--- src/rtl/clock_hms_display.sv ---
// ---------------------------------------------------------------------------
// clock_hms_display
//   24-hour real-time clock with a multiplexed seven-segment display driver.
//   A prescaler makes a once-per-second enable that advances cascaded BCD
//   counters (ss -> mm -> hh). Time can be paused, loaded in parallel (with
//   range validation) and shown in 12- or 24-hour format.
//
// Parameters
//   CLK_HZ     : clk frequency; one second = CLK_HZ cycles
//   SCAN_HZ    : full display refresh rate
//   NUM_DIGITS : 6 (HH MM SS) or 4 (HH MM)
//
// Ports
//   clk, rst                 : clock, synchronous active-high reset
//   run                      : 1 = time advances, 0 = prescaler holds
//   mode_12h                 : display-only 12-hour format
//   load                     : one-cycle strobe for load_hh/load_mm/load_ss
//   load_hh/load_mm/load_ss  : packed BCD load values
//   hh, mm, ss               : current time, packed BCD, 24-hour
//   pm                       : hh >= 12
//   tick                     : one-cycle pulse with every time update
//   rollover                 : one-cycle pulse on 23:59:59 -> 00:00:00
//   load_err                 : one-cycle pulse after a rejected load
//   seg                      : active-low segments {g,f,e,d,c,b,a}
//   an                       : active-low one-hot digit enable
// ---------------------------------------------------------------------------
module clock_hms_display #(
    parameter int CLK_HZ     = 50000000,
    parameter int SCAN_HZ    = 1000,
    parameter int NUM_DIGITS = 6
) (
    input  logic                  clk,
    input  logic                  rst,
    input  logic                  run,
    input  logic                  mode_12h,
    input  logic                  load,
    input  logic [7:0]            load_hh,
    input  logic [7:0]            load_mm,
    input  logic [7:0]            load_ss,
    output logic [7:0]            hh,
    output logic [7:0]            mm,
    output logic [7:0]            ss,
    output logic                  pm,
    output logic                  tick,
    output logic                  rollover,
    output logic                  load_err,
    output logic [6:0]            seg,
    output logic [NUM_DIGITS-1:0] an
);

    localparam int SCAN_DIV = CLK_HZ / (SCAN_HZ * NUM_DIGITS);
    localparam int CNT_W    = (CLK_HZ > 1) ? $clog2(CLK_HZ) : 1;
    localparam int SC_W     = (SCAN_DIV > 1) ? $clog2(SCAN_DIV) : 1;
    localparam int IDX_W    = $clog2(NUM_DIGITS);

    localparam logic [CNT_W-1:0] CNT_MAX = CNT_W'(CLK_HZ - 1);
    localparam logic [SC_W-1:0]  SC_MAX  = SC_W'(SCAN_DIV - 1);
    localparam logic [IDX_W-1:0] IDX_MAX = IDX_W'(NUM_DIGITS - 1);
    // A 4-digit display has no seconds, so its digit 0 is minutes-units.
    localparam logic [2:0]       POS_OFS = (NUM_DIGITS == 4) ? 3'd2 : 3'd0;

    localparam logic [6:0] SEG_BLANK = 7'b1111111;

    logic [CNT_W-1:0]      cnt_q, cnt_d;
    logic [SC_W-1:0]       sc_q, sc_d;
    logic [IDX_W-1:0]      idx_q, idx_d;
    logic [7:0]            hh_q, hh_d, mm_q, mm_d, ss_q, ss_d;
    logic                  tick_q, tick_d;
    logic                  rollover_q, rollover_d;
    logic                  load_err_q, load_err_d;
    logic [6:0]            seg_q, seg_d;
    logic [NUM_DIGITS-1:0] an_q, an_d;

    logic                  at_tc;
    logic                  load_ok;
    logic [7:0]            hh_show;
    logic [2:0]            pos;
    logic [3:0]            digit;

    function automatic logic [7:0] bcd_inc(input logic [7:0] v);
        if (v[3:0] == 4'd9) return {v[7:4] + 4'd1, 4'd0};
        else                return {v[7:4], v[3:0] + 4'd1};
    endfunction

    // 00 -> 12, 13..23 -> 1..11, everything else unchanged.
    function automatic logic [7:0] to_12h(input logic [7:0] h);
        logic [4:0] bin;
        bin = 5'(h[7:4]) * 5'd10 + 5'(h[3:0]);
        if (bin == 5'd0)        bin = 5'd12;
        else if (bin >= 5'd13)  bin = bin - 5'd12;
        if (bin >= 5'd10) return {4'd1, 4'(bin - 5'd10)};
        else              return {4'd0, bin[3:0]};
    endfunction

    function automatic logic [6:0] glyph(input logic [3:0] d);
        case (d)
            4'd0:    return 7'b1000000;
            4'd1:    return 7'b1111001;
            4'd2:    return 7'b0100100;
            4'd3:    return 7'b0110000;
            4'd4:    return 7'b0011001;
            4'd5:    return 7'b0010010;
            4'd6:    return 7'b0000010;
            4'd7:    return 7'b1111000;
            4'd8:    return 7'b0000000;
            4'd9:    return 7'b0010000;
            default: return SEG_BLANK;
        endcase
    endfunction

    always_comb begin
        cnt_d      = cnt_q;
        hh_d       = hh_q;
        mm_d       = mm_q;
        ss_d       = ss_q;
        tick_d     = 1'b0;
        rollover_d = 1'b0;
        load_err_d = 1'b0;

        load_ok = (load_hh[3:0] <= 4'd9) && (load_mm[3:0] <= 4'd9) &&
                  (load_ss[3:0] <= 4'd9) && (load_hh <= 8'h23) &&
                  (load_mm <= 8'h59) && (load_ss <= 8'h59);

        at_tc = run && (cnt_q == CNT_MAX);

        if (run) cnt_d = at_tc ? '0 : cnt_q + CNT_W'(1);

        if (at_tc) begin
            tick_d = 1'b1;
            if (ss_q == 8'h59) begin
                ss_d = 8'h00;
                if (mm_q == 8'h59) begin
                    mm_d = 8'h00;
                    if (hh_q == 8'h23) begin
                        hh_d       = 8'h00;
                        rollover_d = 1'b1;
                    end else begin
                        hh_d = bcd_inc(hh_q);
                    end
                end else begin
                    mm_d = bcd_inc(mm_q);
                end
            end else begin
                ss_d = bcd_inc(ss_q);
            end
        end

        // A valid load overrides a coincident second tick entirely.
        if (load) begin
            if (load_ok) begin
                hh_d       = load_hh;
                mm_d       = load_mm;
                ss_d       = load_ss;
                cnt_d      = '0;
                tick_d     = 1'b0;
                rollover_d = 1'b0;
            end else begin
                load_err_d = 1'b1;
            end
        end
    end

    // Display is computed from the next index and next time so that seg/an
    // and the exported time change on the same edge.
    always_comb begin
        sc_d  = (sc_q == SC_MAX) ? '0 : sc_q + SC_W'(1);
        idx_d = idx_q;
        if (sc_q == SC_MAX) idx_d = (idx_q == IDX_MAX) ? '0 : idx_q + IDX_W'(1);

        hh_show = mode_12h ? to_12h(hh_d) : hh_d;
        pos     = 3'(idx_d) + POS_OFS;

        case (pos)
            3'd0:    digit = ss_d[3:0];
            3'd1:    digit = ss_d[7:4];
            3'd2:    digit = mm_d[3:0];
            3'd3:    digit = mm_d[7:4];
            3'd4:    digit = hh_show[3:0];
            3'd5:    digit = (mode_12h && hh_show[7:4] == 4'd0) ? 4'hF : hh_show[7:4];
            default: digit = 4'hF;
        endcase

        seg_d = glyph(digit);
        an_d  = ~(NUM_DIGITS'(1) << idx_d);
    end

    always_ff @(posedge clk) begin
        if (rst) begin
            cnt_q      <= '0;
            sc_q       <= '0;
            idx_q      <= '0;
            hh_q       <= 8'h00;
            mm_q       <= 8'h00;
            ss_q       <= 8'h00;
            tick_q     <= 1'b0;
            rollover_q <= 1'b0;
            load_err_q <= 1'b0;
            seg_q      <= 7'b1000000;
            an_q       <= ~NUM_DIGITS'(1);
        end else begin
            cnt_q      <= cnt_d;
            sc_q       <= sc_d;
            idx_q      <= idx_d;
            hh_q       <= hh_d;
            mm_q       <= mm_d;
            ss_q       <= ss_d;
            tick_q     <= tick_d;
            rollover_q <= rollover_d;
            load_err_q <= load_err_d;
            seg_q      <= seg_d;
            an_q       <= an_d;
        end
    end

    assign hh       = hh_q;
    assign mm       = mm_q;
    assign ss       = ss_q;
    assign pm       = (hh_q >= 8'h12);
    assign tick     = tick_q;
    assign rollover = rollover_q;
    assign load_err = load_err_q;
    assign seg      = seg_q;
    assign an       = an_q;

endmodule

--- config.mk ---
export PLATFORM = sky130hd
export DESIGN_NAME = clock_hms_display
export DESIGN_NICKNAME = d
export VERILOG_FILES = /design/src/rtl/clock_hms_display.sv
export SDC_FILE = /design/constraint.sdc
export NUM_CORES = 1
export LEC_CHECK = 0
export CELL_PAD_IN_SITES_DETAIL_PLACEMENT = 0
export CELL_PAD_IN_SITES_GLOBAL_PLACEMENT = 1
export CORE_ASPECT_RATIO = 1.25
export CORE_MARGIN = 1.5
export CORE_UTILIZATION = 37
export CTS_CLUSTER_DIAMETER = 100
export DETAILED_ROUTE_END_ITERATION = 10
export MAX_ROUTING_LAYER = met4
export PLACE_DENSITY = 0.81
export SLEW_MARGIN = 20
export SYNTH_ARGS = -nofsm -noshare
export SYNTH_HDL_FRONTEND = slang
export SYNTH_SLANG_ARGS = --single-unit
--- constraint.sdc ---
create_clock -name clk -period 6.1 [get_ports clk]
set_clock_uncertainty 0.15 [all_clocks]
set_input_delay 1.525 -clock clk [delete_from_list [all_inputs] [get_ports clk]]
set_output_delay 1.525 -clock clk [all_outputs]
set_load 0.01 [all_outputs]
==> summary.txt, run 1 <==
Outcome
  • Status: complete, no violations

Yosys
  • Synth Flop Type: dfxtp_1
  • Combinational family with the most area after synthesis: simple AND/OR/NAND/NOR gates
  • Top-count cell post-synth: nor2_1
  • Adder-cell share of the synthesized area: roughly 6.3%
  • Share of the synthesized area in the top cell type: 32.83%
  • Ys Warns: 0
  • Unique masters post-synth: 73
  • Total nets after synthesis: 683
  • Synth Register Bits: between 80 and 90
  • Ys async rst share: 0%
  • Seq/Total Area, Yosys: approximately a third
  • Area contributors post-synth: dfxtp_1 33%, nor2_1 6.9%, ha_1 5.9%
  • Number of synthesized flops with an enable pin: 0
  • Syn Area/Cell: between 8 and 9 µm²
  • Mapped Cells: roughly 630
  • Mux cell area share after synthesis: under 10%
  • Synth Area in Compound Gates: 15.33%
  • XOR/XNOR Fraction of Synth Area: 7.392%
  • Synth Cell Area: 5061 µm²
  • Post-synth top cells: 93 x nor2_1, 83 x dfxtp_1, 50 x nand2_1, 30 x nand3_1, 30 x o21ai_0
  • Synth area leader: dfxtp_1
  • Simple-gate share of the synthesized area: 31.52%

Worst setup path
  • Crit path from: run
  • Crit-path cells: clkbuf_2, and3_4, and3_4, nand4_1, buf_4, nor2_1, nand3_1, a31oi_4, ha_1, a21o_1, a21oi_4, xor2_2, xnor2_2, xnor2_2, and3_4, nor2_1, ha_2, and3_1, o311ai_0, o211ai_1, buf_4, buf_4, or4_4, a31oi_1
  • CP Buf/Inv Count: 4
  • Critical path launch point type: input pin
  • Crit path kind: input pin to register
  • Critical Path RT: a little over 6 ns
  • CP max FO: 5
  • Arrival time worst endpoint: slightly above 6 ns
  • Crit. End Element: register
  • CP max stage delay: between 0.5 and 0.6 ns
  • Family with the most delay on the worst path: simple AND/OR/NAND/NOR gates
  • Crit-path slowest cell: or4_4
  • Reg2reg start: ss[4]$_SDFF_PP0_

STA
  • Slew margin rel.: around 44%
  • Ratio of final minimum period to clock period: a little over nine tenths
  • Final Hold Vio Count: 0
  • Final slew viol count: 0
  • WHS: 0.3461 ns
  • Min Tclk post-route: roughly 5.9 ns
  • Worst-Margin Slew: 0.8394 ns
  • Fmax: 0.1690 GHz
  • Final setup vio count: 0

CTS
  • H-tree depth: 3
  • Clock Path Buffers: 2
  • CTS sink cnt: 83
  • Hold_buf cts: 0
  • Worst skew pair latency: 0.34 ns
  • CTS tree: built
  • Root Buffer: clkbuf_16
  • CTS clk-pin slew, worst paths: around 0.060 ns
  • CTS buffer count: 9

Floorplanning
  • Die area: roughly 14000 µm²
  • Core area: 13290 µm²
  • Die width: between 100 and 150 µm
  • FP Rows: 47
  • Initial Util: around two fifths
  • Boundary Pins: 70
  • Die Ht: around 130 µm

Placed design
  • Placed instance area: around 6400 µm²
  • Port Buf Inserts: 69
  • GPL Wtd Cong: ~0.95
  • Final HPWL from detailed placement: 11500 µm
  • Placed insts: 899

Hold path
  • Hold Crit Start: sc_q[0]$_SDFF_PP0_
  • Hold Crit Class: register to register

Global routing
  • Global-route wire length before repair: ~25000 µm
  • GRT overflow: 0
  • GR Util All Layers: between 20% and 30%
  • Largest net degree at the start of global routing: 30
  • Initial antenna violation count: 0
  • Vias in the first global route: 4995

Finish
  • Final instance area: around 7000 µm²
  • Fillcell total: roughly 1300
  • Fin cells: between 900 and 1000
  • Share of cells above drive strength 1: between 10% and 20%
  • Util after Layout: about 53%
  • Nets: 808
  • Antenna diode count: 0
  • Area Overhead vs Synth: 38.76%

Detailed routing
  • Overall routed net length: 15360 µm
  • Detailed-route vias per instance: between 5 and 6
  • Number of vias in the routed layout: 5067
  • Initial DRT Pass Iterations: 4
  • Remaining DRCs: 0
  • DR iter-0 viols: 270
  • Antenna-violating nets left: 0
  • DR WL/cell: between 15 and 20 µm

Run
  • Max-cap viol count: 0

Pwr
  • PD cells: between 150 and 200 nW/µm²
  • Pwr Total: 1256 µW
  • Leak Pwr: between 0.002 and 0.003 µW
  • Max VDD drop: roughly 0.00013 V
==> what timing repair did <==
action                                  CTS  global route
buffers inserted                          6             9
endpoints found under the setup margin    7             7
pin swaps                                10            39
resized for setup                        17            41
==> power by group <==
part,switching [µW],leakage [µW],internal (µW)
registers,3.82,0.000670,546
logic,34.0,0.00193,36.0
clock network,226,0.000166,410
total,264,0.00276,992
==> cell families (layout without fill, tap and decap cells) <==
| family | count (synthesis) | in the layout |
|---|---|---|
| AOI/OAI and AO/OA | 112 | 112 |
| xor gates and xnor gates | 41 | 41 |
| adders and majority gates | 25 | 25 |
| buffers and inverters | 53 | 182 |
| DFF | 83 | 83 |
| muxes | 13 | 13 |
| and+or+nand+nor | 302 | 302 |
==> worst reg2reg max path, cell delays in order (launching register included) <==
cell and delay (ns):
dfxtp_1 0.44, ha_1 0.21, and3b_1 0.29, nand4_2 0.24, nor3_2 0.29, buf_4 0.16
buf_4 0.12, a21oi_2 0.06, o31ai_4 0.30, ha_1 0.29, a21o_1 0.21, a21oi_4 0.17
xor2_2 0.19, xnor2_2 0.11, xnor2_2 0.28, and3_4 0.23, nor2_1 0.05, ha_2 0.20
and3_1 0.17, o311ai_0 0.10, o211ai_1 0.21, buf_4 0.17, buf_4 0.14, or4_4 0.54
a31oi_1 0.16
==> final timing paths <==
path | end | slack (ns) | depth (start not counted)
max | seg[0]$_SDFF_PP0_ | 0.18 | 24
max reg2reg | seg[0]$_SDFF_PP0_ | 0.56 | 24
min | sc_q[0]$_SDFF_PP0_ | 0.35 | 1
min reg2reg | sc_q[0]$_SDFF_PP0_ | 0.35 | 1
==> placed cells by master, fill, tap and decap left out, types with 4 or more instances in the layout <==
| cell | n |
|---|---|
| nor3_1 | 18 |
| ha_1 | 18 |
| dfxtp_1 | 83 |
| nor2_1 | 89 |
| mux2i_1 | 11 |
| a211oi_1 | 4 |
| xor2_1 | 26 |
| nor3b_1 | 5 |
| inv_1 | 29 |
| clkbuf_16 | 9 |
| or3_1 | 8 |
| o31ai_1 | 4 |
| nand2_1 | 50 |
| a31oi_1 | 8 |
| xnor2_1 | 11 |
| clkdlybuf4s50_1 | 50 |
| and4_1 | 6 |
| and2_1 | 4 |
| nand3_1 | 29 |
| o311ai_0 | 6 |
| and3_1 | 8 |
| nor4_1 | 5 |
| nor2b_1 | 16 |
| buf_4 | 68 |
| nand2b_1 | 10 |
| a21oi_1 | 16 |
| dlymetal6s2s_1 | 18 |
| o21ai_0 | 24 |
| ha_4 | 4 |
| and3b_1 | 5 |
| nand4_1 | 15 |
==> sequential cells by signal (all words and copies together), names as in the netlist <==
name / count
idx_q: 3
sc_q: 14
hh: 8
ss: 8
tick: 1
load_err: 1
an: 6
seg: 7
mm: 8
rollover: 1
cnt_q: 26
==> stage by stage <==
step	setup TNS [ns]	setup slack [ns]
after floorplan	0	0.03026
after global placement	-3.116	-0.4956
after detailed placement	-4.282	-0.6497
after CTS	0	0.01221
after global routing	-0.07167	-0.03859
final	0	0.1829
==> layout make-up <==
cell class | instances | area (µm²) | area share, %
multi-input cells | 493 | 3441 | 48.99
flip-flops and latches | 83 | 1662 | 23.66
repair buffers | 138 | 1256 | 17.89
clock buffers | 11 | 242.7 | 3.456
well taps | 171 | 214.0 | 3.046
inverters | 29 | 108.9 | 1.550
clock inverters | 4 | 98.84 | 1.407
==> metal layers <==
metal	routed length [µm]	track usage (%)	vias to the layer above
met5	0	-	-
met4	516	8.772	0
met3	575	3.180	34
met2	7725	37.19	140
met1	6542	26.15	2410
li1	-	-	2483
(Power assumes the default switching activity.)
==> inputs of run 2 (changes only) <==
--- a/config.mk
+++ b/config.mk
@@ -9,11 +9,11 @@
 export CELL_PAD_IN_SITES_GLOBAL_PLACEMENT = 1
 export CORE_ASPECT_RATIO = 1.25
 export CORE_MARGIN = 1.5
-export CORE_UTILIZATION = 37
+export CORE_UTILIZATION = 44
 export CTS_CLUSTER_DIAMETER = 100
 export DETAILED_ROUTE_END_ITERATION = 10
 export MAX_ROUTING_LAYER = met4
-export PLACE_DENSITY = 0.81
+export PLACE_DENSITY = 0.89
 export SLEW_MARGIN = 20
 export SYNTH_ARGS = -nofsm -noshare
 export SYNTH_HDL_FRONTEND = slang
==> constraint.sdc (replaced) <==
create_clock -name clk -period 7.5 [get_ports clk]
set_clock_uncertainty 0.15 [all_clocks]
set_input_delay 1.875 -clock clk [delete_from_list [all_inputs] [get_ports clk]]
set_output_delay 1.875 -clock clk [all_outputs]
set_load 0.01 [all_outputs]
==> summary.txt, run 2 (synthesized netlist as in run 1, its figures left out) <==
STA
  • RSZ-0062 raised after global routing: no
  • Setup TNS: 0 ns (unchanged)
  • Slew margin rel.: 46.04% (+2.0 points)
  • Final slew viol count: 0 (unchanged)
  • Fmax: 0.1431 GHz
  • WHS: 0.3531 ns (+0.007032 ns)
  • Ratio of final minimum period to clock period: 93.15%
  • Final Hold Vio Count: 0 (unchanged)
  • Final setup vio count: 0 (unchanged)
  • Min Tclk post-route: about 7.0 ns
  • Worst-Margin Slew: 0.8094 ns (-0.02992 ns)

CTS
  • Clock Path Buffers: 2 (unchanged)
  • Worst skew pair latency: 0.34 ns (about the same)
  • CTS buffer count: 9 (unchanged)
  • CTS clk-pin slew, worst paths: 0.06 ns (about the same)
  • CTS sink cnt: 83 (unchanged)
  • Root Buffer: clkbuf_16
  • H-tree depth: 3 (unchanged)
  • CTS tree: built

Detailed routing
  • DR WL/cell: 16.14 µm (-2.4%)
  • Initial DRT Pass Iterations: 8 (+4)
  • DR iter-0 viols: 271 (+0.37%)
  • Remaining DRCs: 2 (+2)
  • Antenna-violating nets left: 0 (unchanged)
  • Detailed-route vias per instance: 5.701 (+4.5%)
  • Overall routed net length: 13640 µm (-11%)
  • Number of vias in the routed layout: 4817 (-4.9%)

Run
  • Max-cap viol count: 0 (unchanged)

Global routing
  • GR Util All Layers: 23.45% (+1.4 points)
  • GRT overflow: 0 (unchanged)
  • Largest net degree at the start of global routing: 46 (+53%)
  • Initial antenna violation count: 0 (unchanged)
  • Vias in the first global route: 4575 (-8.4%)
  • Global-route wire length before repair: 21960 µm (-11%)

Pwr
  • Max VDD drop: 0.00009221 V (-31%)
  • PD cells: 148.1 nW/µm² (-17%)
  • Leak Pwr: 0.002356 µW (-15%)

Finish
  • Fillcell total: 1054 (-18%)
  • Sequential cell area: 1662 µm² (unchanged)
  • Register name with the most flops: cnt_q
  • Share of cells above drive strength 1: 8.169% (-11 points)
  • Area of the multi-input gates: 3224 µm² (-6.3%)
  • Area Overhead vs Synth: 24.60%
  • Antenna diode count: 0 (unchanged)
  • Commonest non-fill, non-tap cells in the layout: 93 x nor2_1, 83 x dfxtp_1, 69 x clkdlybuf4s50_1
  • Commonest non-fill, non-tap cell in the layout: nor2_1
  • Nets: 760 (-5.9%)
  • Util after Layout: 56.62% (+3.8 points)
  • Max reg flops: 26 (unchanged)
  • Largest regs: cnt_q x26, sc_q x14

Worst setup path
  • Arrival time worst endpoint: 7.10 ns (+1.07 ns)
  • Crit path kind: input pin to register
  • Crit-path most repeated cell: ha_1
  • Crit-path cells: clkdlybuf4s50_1, and3_1, nand3_1, nor3_4, a21oi_1, a31oi_1, a21oi_2, ha_1, fa_1, ha_1, inv_1, o21ai_0, o21ai_0, and3_4, nor2_1, ha_1, and2_1, o32ai_1, a211oi_1, o2111ai_1, buf_4, or4_4, a31oi_1
  • Critical Path RT: 7.61 ns (+1.39 ns)
  • Family with the most delay on the worst path: simple AND/OR/NAND/NOR gates
  • Crit. End Element: register
  • CP max stage delay: 0.67 ns (+0.13 ns)
  • CP Buf/Inv Count: 3 (-1)
  • CP max FO: 11 (+6)
  • Critical path launch point type: input pin
  • Crit-path slowest cell: fa_1

Hold path
  • Hold Crit Class: register to register

Floorplanning
  • Die area: 12160 µm² (-16%)
  • Die Ht: 122.9 µm (-8.1%)
  • Die width: 98.93 µm (-8.1%)
  • Boundary Pins: 70 (unchanged)
  • Initial Util: 45.44% (+7.4 points)
  • Core area: 11140 µm² (-16%)
  • FP Rows: 43 (-8.5%)

Outcome
  • Failing checks: design-rule violations
  • Status: finished with violations

Placed design
  • GPL Wtd Cong: 0.9219 (-2.5%)
  • Final HPWL from detailed placement: 10540 µm (-8.4%)
  • Port Buf Inserts: 69 (unchanged)
-- run 2: cell types whose count changed in the layout (fill, tap and decap cells not counted), moves of 3 or more --
cell and change:
o21ai_1 -3, buf_4 -47, o21ai_2 -3, clkdlybuf4s50_1 +19
ha_4 -4, a21oi_1 +3, nor3_2 -3, ha_1 +6
dlymetal6s2s_1 -18, a31oi_1 +3, o21ai_0 +6, nor2_1 +4
-- run 2: stage by stage --
step                area [µm²]  instances  total power, µW  setup WS [ns]
floorplan                 5061        629            477.1         0.5635
global placement          5969        828            502.9         0.3072
detailed placement        5969        828            503.9         0.1112
CTS                       6264        843            943.1         0.4378
global route              6306        845            966.5        0.01346
finish                    6306        845            934.2         0.5134
-- run 2: power breakdown --
group	total (µW)	internal (µW)	switching, µW
Clock	440	265	175
Combinational	47.5	24.3	23.1
Sequential	447	444	3.05
Total	934	733	201
-- run 2: routing by layer --
metal	up-vias	wire, µm	global-route usage, %
li1	2401	-	-
met1	2298	5840	27.48
met2	97	7100	41.72
met3	21	453	2.940
met4	0	244	7.768
met5	-	0	-
-- run 2: worst paths after layout --
path | startpoint | endpoint | slack [ns] | depth (start not counted)
max | run | seg[0]$_SDFF_PP0_ | 0.51 | 23
min | sc_q[0]$_SDFF_PP0_ | sc_q[0]$_SDFF_PP0_ | 0.35 | 1
max reg2reg | ss[0]$_SDFF_PP0_ | seg[0]$_SDFF_PP0_ | 1.76 | 23
min reg2reg | sc_q[0]$_SDFF_PP0_ | sc_q[0]$_SDFF_PP0_ | 0.35 | 1
-- run 2: area by class of cell --
cell class,instances,share of cell area [%]
Multi-Input combinational cell,493,51.13
Sequential cell,83,26.35
Timing Repair Buffer,90,13.45
Clock buffer,11,3.849
Tap cell,135,2.679
Inverter,29,1.726
Clock inverter,4,0.8135
-- run 2: repair_timing --
item | CTS | global route
endpoints found under the setup margin | 0 | 3
gates resized for setup | 0 | 4
buffers inserted | 0 | 2
hold buffers | 0 | 0
==> inputs of run 3 (changes only) <==
--- a/config.mk
+++ b/config.mk
@@ -5,6 +5,7 @@
 export SDC_FILE = /design/constraint.sdc
 export NUM_CORES = 1
 export LEC_CHECK = 0
+export CAP_MARGIN = 30
 export CELL_PAD_IN_SITES_DETAIL_PLACEMENT = 0
 export CELL_PAD_IN_SITES_GLOBAL_PLACEMENT = 1
 export CORE_ASPECT_RATIO = 1.25
==> summary.txt, run 3 (synthesized netlist as in run 1, its figures left out) <==
STA
  • Final Hold Vio Count: 0 (unchanged)
  • Slew margin rel.: 45.67% (-0.36 points)
  • Worst-Margin Slew: 0.8149 ns (+0.005442 ns)
  • Final setup vio count: 0 (unchanged)
  • Final slew viol count: 0 (unchanged)
  • WHS: 0.3491 ns (-0.004071 ns)
  • Min Tclk post-route: 7.074 ns (+0.08772 ns)
  • Ratio of final minimum period to clock period: 94.32% (+1.2 points)
  • Setup TNS: 0 ns (unchanged)
  • Fmax: 0.1414 GHz (-1.2%)

Global routing
  • Vias in the first global route: 4654 (+1.7%)
  • Met2 usage: 42.11% (+0.39 points)
  • GR Util All Layers: 23.87% (+0.43 points)
  • Initial antenna violation count: 0 (unchanged)
  • GRT overflow: 0 (unchanged)
  • Met1 Track Usage GR: 27.31% (-0.17 points)
  • Global-route wire length before repair: 22370 µm (+1.9%)
  • Met3 GRT Util: 3.335% (+0.40 points)
  • GRT busiest layer: met2
  • Largest net degree at the start of global routing: 46 (unchanged)

Detailed routing
  • Overall routed net length: 13890 µm (+1.8%)
  • Number of vias in the routed layout: 4810 (-0.15%)
  • Remaining DRCs: 2 (unchanged)
  • DR WL/cell: 16.45 µm (+1.9%)
  • Detailed-route vias per instance: 5.699 (about the same)
  • Antenna-violating nets left: 0 (unchanged)
  • DR iter-0 viols: 300 (+11%)
  • Initial DRT Pass Iterations: 8 (unchanged)

Pwr
  • Leak Pwr: 0.002330 µW (-1.1%)
  • Max VDD drop: 0.00009970 V (+8.1%)
  • PD cells: 149.5 nW/µm² (+0.90%)

Floorplanning
  • FP Rows: 43 (unchanged)
  • Core area: 11140 µm² (unchanged)
  • Die area: 12160 µm² (unchanged)
  • Die Ht: 122.9 µm (unchanged)
  • Initial Util: 45.44% (unchanged)
  • Boundary Pins: 70 (unchanged)
  • Die width: 98.93 µm (unchanged)

Finish
  • Antenna diode count: 0 (unchanged)
  • Register name with the most flops: cnt_q
  • Commonest non-fill, non-tap cells in the layout: 93 x nor2_1, 83 x dfxtp_1, 69 x clkdlybuf4s50_1
  • Max reg flops: 26 (unchanged)
  • Area Overhead vs Synth: 24.15%
  • Share of cells above drive strength 1: 7.898% (-0.27 points)
  • Commonest non-fill, non-tap cell in the layout: nor2_1
  • Util after Layout: 56.42% (-0.20 points)
  • Nets: 759 (-0.13%)
  • Largest regs: cnt_q x26, sc_q x14
  • Fillcell total: 1043 (-1.0%)

Outcome
  • Status: finished with violations
  • Failing checks: design-rule violations

Worst setup path
  • Critical path launch point type: input pin
  • CP max FO: 11 (unchanged)
  • Crit-path cells: clkdlybuf4s50_1, and3_1, nand3_1, nor3_2, a21oi_2, o31ai_4, ha_1, a21o_1, a21oi_1, xor2_1, xnor2_2, xnor2_4, and3_4, nor2_1, ha_1, and2_1, o32ai_1, a211oi_1, o2111ai_1, buf_4, or4_4, a31oi_1
  • Critical Path RT: 7.62 ns (about the same)
  • CP Buf/Inv Count: 2 (-1)
  • Crit-path most repeated cell: ha_1
  • Arrival time worst endpoint: 7.19 ns (+0.09 ns)
  • Crit path kind: input pin to register
  • Family with the most delay on the worst path: simple AND/OR/NAND/NOR gates
  • Crit-path slowest cell: clkdlybuf4s50_1
  • Crit. End Element: register
  • CP max stage delay: 0.49 ns (-0.18 ns)

CTS
  • CTS sink cnt: 83 (unchanged)
  • H-tree depth: 3 (unchanged)
  • CTS buffer count: 9 (unchanged)
  • Worst skew pair latency: 0.34 ns (about the same)
  • # Post-CTS Setup Buffers: 0 (unchanged)
  • Clock Path Buffers: 2 (unchanged)
  • CTS clk-pin slew, worst paths: 0.06 ns (about the same)
  • CTS tree: built
  • Root Buffer: clkbuf_16

Run
  • Max-cap viol count: 0 (unchanged)

Placed design
  • Port Buf Inserts: 69 (unchanged)
  • Final HPWL from detailed placement: 10560 µm (+0.27%)
  • GPL Wtd Cong: 0.9219 (unchanged)

Hold path
  • Hold Crit Class: register to register
==> run 3: through the flow <==
step           worst slack [ns]  area (µm²)  total power [µW]  cells
2_1_floorplan            0.5635        5061             477.1    629
3_3_place_gp             0.3072        5969             502.9    828
3_5_place_dp             0.1341        5974             503.9    829
4_1_cts                  0.4659        6269             948.1    844
5_1_grt               -0.004286        6284             970.5    844
6_report                 0.4257        6284             939.3    844
==> run 3: worst paths after layout <==
path,start,slack [ns],cells past startpoint,end
worst max-delay path,run,0.43,22,seg[3]$_SDFF_PP0_
worst min-delay path,sc_q[12]$_SDFF_PP0_,0.35,2,sc_q[12]$_SDFF_PP0_
worst max register to register,ss[0]$_SDFF_PP0_,1.67,22,seg[3]$_SDFF_PP0_
worst min register to register,sc_q[12]$_SDFF_PP0_,0.35,2,sc_q[12]$_SDFF_PP0_
==> run 3: layout make-up <==
class                   count  area (µm²)  area share, %
clock inverters             4       51.30         0.8164
flip-flops and latches     83        1662          26.44
inverters                  29       108.9          1.732
clock buffers              11       242.7          3.863
repair buffers             89       838.3          13.34
well taps                 135       168.9          2.688
multi-input cells         493        3212          51.12
==> run 3: where the power goes <==
group / internal [µW] / switching (µW)
clock: 265 / 179
sequential: 444 / 2.99
combinational: 24.3 / 23.3
total: 734 / 206
==> run 3: timing repair <==
action,CTS,global route
endpoints found under the setup margin,0,3
gates resized for setup,0,3
hold buffers,0,0
==> run 3: per-layer routing <==
metal	up-vias	wire (µm)	share of wire, %
met1	2298	5908	43
met3	21	469	3.4
met2	104	7242	52
met5	-	0	0
met4	0	265	1.9
li1	2387	-	-
==> run 3: worst min-delay path, delay by kind of cell, from the launching register on <==
kind,cells,cell delay (ns)
DFF,1,0.32
AOI/OAI and AO/OA,2,0.13
